<file path="src/rtl/fetch_unit.sv">
// fetch_unit: PC / old PC / IR holder turning ir_write into a valid/ready instruction fetch.
// Optional FETCH_MISALIGN_CHECK_EN adds a sticky fetch_fault output for misaligned fetch PCs.
`default_nettype none

module fetch_unit #(
  parameter int          XLEN      = 32,
  parameter logic [31:0] RESET_PC  = 32'h0000_0000,
  parameter logic [31:0] NOP_INSTR = 32'h0000_0013
) (
  input  logic            clk,
  input  logic            reset_n,
  input  logic            ir_write,
  input  logic            pc_write,
  input  logic [XLEN-1:0] pc_next,
  output logic            imem_req_valid,
  input  logic            imem_req_ready,
  output logic [XLEN-1:0] imem_addr,
  input  logic            imem_rsp_valid,
  input  logic [31:0]     imem_rsp_data,
  output logic [XLEN-1:0] pc,
  output logic [XLEN-1:0] old_pc,
  output logic [31:0]     instr,
  output logic [6:0]      opcode,
  output logic [2:0]      funct3,
  output logic [6:0]      funct7,
  output logic [4:0]      rs1,
  output logic [4:0]      rs2,
  output logic [4:0]      rd,
`ifdef FETCH_MISALIGN_CHECK_EN
  output logic            fetch_fault,
`endif
  output logic            fetch_stall
);

  typedef enum logic [1:0] {
    S_IDLE = 2'd0,
    S_REQ  = 2'd1,
    S_WAIT = 2'd2
  } state_t;

  state_t            r_state;
  logic [XLEN-1:0]   r_pc;
  logic [XLEN-1:0]   r_old_pc;
  logic [XLEN-1:0]   r_addr;
  logic [31:0]       r_instr;
  logic              r_req_valid;
  logic              r_stall;
  logic              w_misaligned;
`ifdef FETCH_MISALIGN_CHECK_EN
  logic              r_fault;
  assign w_misaligned = (r_pc[1:0] != 2'b00);
  assign fetch_fault  = r_fault;
`else
  assign w_misaligned = 1'b0;
`endif

  always_ff @(posedge clk or negedge reset_n) begin
    if (!reset_n) begin
      r_state     <= S_IDLE;
      r_pc        <= RESET_PC[XLEN-1:0];
      r_old_pc    <= RESET_PC[XLEN-1:0];
      r_addr      <= '0;
      r_instr     <= NOP_INSTR;
      r_req_valid <= 1'b0;
      r_stall     <= 1'b0;
`ifdef FETCH_MISALIGN_CHECK_EN
      r_fault     <= 1'b0;
`endif
    end else begin
      case (r_state)
        S_IDLE: begin
          if (pc_write) begin
            r_pc <= pc_next;
          end
          if (ir_write) begin
            r_old_pc <= r_pc;
            if (w_misaligned) begin
`ifdef FETCH_MISALIGN_CHECK_EN
              r_fault <= 1'b1;
`endif
              r_instr <= NOP_INSTR;
            end else begin
              r_addr      <= r_pc;
              r_req_valid <= 1'b1;
              r_stall     <= 1'b1;
              r_state     <= S_REQ;
            end
          end
        end
        S_REQ: begin
          if (imem_req_ready) begin
            r_req_valid <= 1'b0;
            // Zero-latency memory: response accompanies the accepted request.
            if (imem_rsp_valid) begin
              r_instr <= imem_rsp_data;
              r_stall <= 1'b0;
              r_state <= S_IDLE;
            end else begin
              r_state <= S_WAIT;
            end
          end
        end
        S_WAIT: begin
          if (imem_rsp_valid) begin
            r_instr <= imem_rsp_data;
            r_stall <= 1'b0;
            r_state <= S_IDLE;
          end
        end
        default: begin
          r_state     <= S_IDLE;
          r_req_valid <= 1'b0;
          r_stall     <= 1'b0;
        end
      endcase
    end
  end

  assign pc             = r_pc;
  assign old_pc         = r_old_pc;
  assign instr          = r_instr;
  assign imem_addr      = r_addr;
  assign imem_req_valid = r_req_valid;
  assign fetch_stall    = r_stall;

  assign opcode = r_instr[6:0];
  assign funct3 = r_instr[14:12];
  assign funct7 = r_instr[31:25];
  assign rs1    = r_instr[19:15];
  assign rs2    = r_instr[24:20];
  assign rd     = r_instr[11:7];

endmodule

`default_nettype wire

</file>
<file path="config.mk">
export PLATFORM = sky130hd
export DESIGN_NAME = fetch_unit
export DESIGN_NICKNAME = d
export VERILOG_FILES = /design/src/rtl/fetch_unit.sv
export SDC_FILE = /design/constraint.sdc
export NUM_CORES = 1
export LEC_CHECK = 0
export ABC_CLOCK_PERIOD_IN_PS = 1700
export CORE_ASPECT_RATIO = 0.7
export CORE_MARGIN = 1.5
export CORE_UTILIZATION = 37
export CTS_BUF_LIST = sky130_fd_sc_hd__clkbuf_4
export CTS_CLUSTER_SIZE = 24
export DETAILED_ROUTE_END_ITERATION = 7
export GPL_ROUTABILITY_DRIVEN = 0
export MAX_ROUTING_LAYER = met4
export PLACE_DENSITY_LB_ADDON = 0.2
export SYNTH_ARGS = -nofsm -noshare
export SYNTH_HDL_FRONTEND = slang
export SYNTH_SLANG_ARGS = --single-unit
export TNS_END_PERCENT = 1
</file>
<file path="constraint.sdc">
create_clock -name clk -period 1.7 [get_ports clk]
set_input_delay 0.255 -clock clk [delete_from_list [all_inputs] [get_ports clk]]
set_output_delay 0.255 -clock clk [all_outputs]
set_load 0.05 [all_outputs]
</file>
After elaboration in Yosys (flattened, before gate mapping) --
Cells that the tools add are included.
Cells by class: eq/ne operators 5, mux-type cells 14, bitwise logic cells 1, reductions and logical operators 8
Operators by type and width (count):
- $mux 32 | 2
- $pmux 32 s2 | 1
- $mux 2 | 4
- $reduce_and 2->1 | 4
- $ne 2x2->1 const B | 3
- $pmux 1 s3 | 2
- $pmux 2 s3 | 1
- $reduce_and 3->1 | 2
- $mux 1 | 4
- $eq 2x1->1 const B | 1
- $eq 2x2->1 const B | 1
- $logic_not 2->1 | 1
- $reduce_bool 2->1 | 1
- $not 1->1 | 1
Storage, ports and cells: flip-flop bits (word level) 100, output and inout bits 162, word-level logic and storage cells 34

Longest topological paths before layout --
depth in word-level cells 3, mapped depth 6

Least setup slack after synthesis --
OpenSTA, ideal clock, no wires.
path kind register -> register, start point register r_state[1], end point register r_instr[10] (netlist: instr[10]), arrival time 1.559 ns, data required time 1.575 ns, slack 0.016 ns, stages on the path, launching flop included 7, path buffers 1, clock period less this slack 1.684 ns, path through dfrtp_1 > inv_1 > ha_1 > mux2_2 > nand2_4 > buf_6 > mux2_2
On the way: longest elaborated chain between the ends 3, elaborated cells on any way between the ends 6
Ends and longest elaborated chain:
- start: declaration | line 41 | state_t r_state;
- start signal: assignment | line 59 | r_state <= S_IDLE;
- start signal: assignment | line 86 | r_state <= S_REQ;
- start signal: assignment | line 97 | r_state <= S_IDLE;
- $eq 2x1->1 / $eq 2x2->1 (equally long branches) | line 70 | case (r_state)
- $ne 2x2->1 (no line) / $reduce_bool 2->1 (equally long branches)
- $reduce_and 2->1 (no line)
- end signal: assignment | line 95 | r_instr <= imem_rsp_data;
- end signal: assignment | line 105 | r_instr <= imem_rsp_data;
- end: declaration | line 45 | logic [31:0] r_instr;
Parallel ways exist; a longest one is shown, timed or not. A chain may end at the register's enable or synchronous reset.

Final worst setup path --
start point register r_state[1], end point register r_instr[27] (netlist: instr[27])
Same word-level chain as after synthesis.

==> results by group <==
Run status
  – Outcome: finished, violations left
  – Failing checks: setup timing

CTS
  – Sink Count: 100
  – Htree depth: 3
  – Root Driver: clkbuf_4
  – Clock Latency Late Sink: 0.43 ns
  – CTS tree: yes
  – CTS max path bufs: 2
  – CTS Buf Count: 9
  – Clock-pin slew on the worst setup and hold paths: 0.15 ns

Place
  – Post-Place Cell Area: 0.00602 mm2
  – Pre-CTS WS: -0.0451 ns
  – Detailed Place HPWL: 7080 um
  – I/O Buffers: 231

Job
  – Maxcap violations: 0

Yosys
  – Compound-Gate Fraction of Synth Area: 0.0110
  – Cell variety after synth: 16
  – Cells after synthesis: 291
  – Proportion of synthesized area in mux cells: 0.260
  – Post-Syn Nets: 366
  – Main combinational cell family by area after synthesis: multiplexers
  – Fraction of registers with async set/reset: 1.00
  – Adder-cell share of the synthesized area: 0.0145
  – Post-Synth XOR/XNOR Area: 0
  – Simple logic cell fraction of the synthesized area: 0.00434
  – Sequential area share after synthesis: 0.580
  – Post-synth EDFFs: 0
  – Top FF cell, synth: dfrtp_1
  – Post-synthesis cell area: 0.00432 mm2
  – Mean post-synth cell area: 14.9 um2
  – YS warnings: 0
  – Yosys reg bits: 100

Routing
  – Final ANT Viol Nets: 0
  – Drt total wl: 9720 um
  – Vias: 2834
  – Iteration-0 DRC Markers: 80
  – Routed vias/inst: 4.48
  – Routed wire per std cell: 15.3 um
  – DRC: 0
  – First-pass DRT Iterations: 4

Floorplan
  – Die area: 0.0124 mm2
  – Ports: 232
  – Area of the core: 0.0112 mm2
  – Starting Density: 0.386
  – Row cnt: 32
  – Die extent in y: 93.5 um
  – Width of the die: 132 um

Worst setup path
  – Critical path class: reg -> reg
  – CP Capture Type: flip-flop
  – CP Launch Type: flip-flop
  – CP required: 2.02 ns
  – CP Data Arrival Time: 2.08 ns
  – Maximum fanout along the worst path: 8

GRT
  – Vias in the first global route: 2747
  – First-pass GRT wire length: 14700 um
  – Pin count of the biggest net entering global routing: 40
  – Total GRT Usage: 0.159
  – Busiest grt layer: met2
  – Initial antenna violation count: 0
  – Met1 Use GR: 0.195
  – Met2 track demand over resource: 0.257
  – Remaining Overflow, GRT: 0
  – Met3 usage: 0.0477

Final layout
  – NumNets Final: 550
  – Fin area: 0.00634 mm2
  – Final core area utilization: 0.566
  – Antenna Cells: 0
  – Multi-input logic area: 0.00134 mm2
  – Seq. cell area: 0.00251 mm2
  – Commonest non-fill, non-tap cell in the layout: buf_4
  – Most frequent cells in the layout: buf_4 (170), dfrtp_1 (96), mux2_2 (87)
  – Layout Area Growth over Synthesis: 46.6%
  – Layout cells sized above 1: 0.633
  – Fillcell total: 972

Worst hold path
  – Hold WC Path Type: in -> async

Timing
  – Worst-margin pin slew: 0.443 ns
  – RSZ-0062 raised after global routing: yes
  – Worst rel slew slack: 0.705
  – Final Cycle Share: 1.04
  – Fmax: 0.567 GHz
  – Slew Viols, Final: 0
  – Final worst slack: -0.0632 ns
  – Setup_tns: -1.15 ns
  – Final setup fails: 32
  – Min cycle time layout: 1.76 ns
  – Final hold viol count: 0
  – Final clock skew: 0.0111 ns
cell usage after synthesis (2+ instances only):
library cell	number	area, um2
ha_1	5	62.6
buf_4	64	480
a222oi_1	2	20.0
nand2_1	2	7.51
mux2_1	3	33.8
dfstp_2	3	78.8
buf_6	3	33.8
buf_2	6	30.0
mux2_2	97	1090
inv_1	4	15.0
dfrtp_1	97	2430
critical path, stage by stage (launching register included):
cell       delay (ns)
dfrtp_1          0.41
buf_4            0.14
ha_4             0.16
mux2_4           0.28
nand2_4          0.07
bufbuf_16        0.26
mux2_2           0.32
repair_timing:
item | in CTS | in global routing
gates resized for setup | 7 | 14
endpoints found under the hold margin | 24 | 0
endpoints found under the setup margin | 31 | 89
setup buffers | 2 | 0
cloned | 1 | 0
pin swaps | 1 | 1
hold buffers | 1 | 0
registers in the layout, indices dropped and copies added, names as in the netlist:
register,cells
instr,32
fetch_stall,1
imem_req_valid,1
r_state,2
pc,32
imem_addr,32
routing by layer:
layer	share of wire	wire length (um)
met4	0.0095	92
met2	0.50	4900
met3	0.061	588
met5	0	0
met1	0.43	4140
kinds of logic after synthesis:
family,after synthesis
flip-flops,100
buffers and inverters,78
AO/OA/AOI/OAI,5
AND/OR/NAND/NOR,3
adder cells (fa/ha/maj),5
multiplexers,100
area by class of cell:
type                            instances  area share
Tap cell                              153      0.0302
Multi-Input combinational cell        113       0.211
Clock buffer                           11      0.0130
Inverter                                5     0.00296
Sequential cell                       100       0.395
Clock inverter                          5      0.0134
Timing Repair Buffer                  246       0.334
final timing paths:
| kind | endpoint | cells after the start | from | slack (ns) |
|---|---|---|---|---|
| setup / recovery | instr[27]$_DFFE_PN0P_ | 6 | r_state[1]$_DFFE_PN0P_ | -0.06 |
| hold / removal | imem_addr[23]$_DFFE_PN0P_ | 2 | reset_n | 0.26 |
| setup reg to reg | instr[27]$_DFFE_PN0P_ | 6 | r_state[1]$_DFFE_PN0P_ | -0.06 |
| hold reg to reg | imem_req_valid$_DFFE_PN0P_ | 1 | imem_req_valid$_DFFE_PN0P_ | 0.54 |
| max in group asynchronous | instr[0]$_DFFE_PN1P_ | 3 | reset_n | 0.81 |
| min in group clk | instr[5]$_DFFE_PN0P_ | 2 | imem_rsp_data[5] | 0.40 |
through the flow:
stage | hold WS, ns | cells
5_1_grt | 0.237 | 633
3_3_place_gp | 0.199 | 613
3_5_place_dp | 0.202 | 613
4_1_cts | 0.222 | 633
2_1_floorplan | -0.0406 | 291
6_report | 0.262 | 633
Power is not shown: default switching activity piles up to over one toggle a cycle in this logic, so the estimate is an artifact.
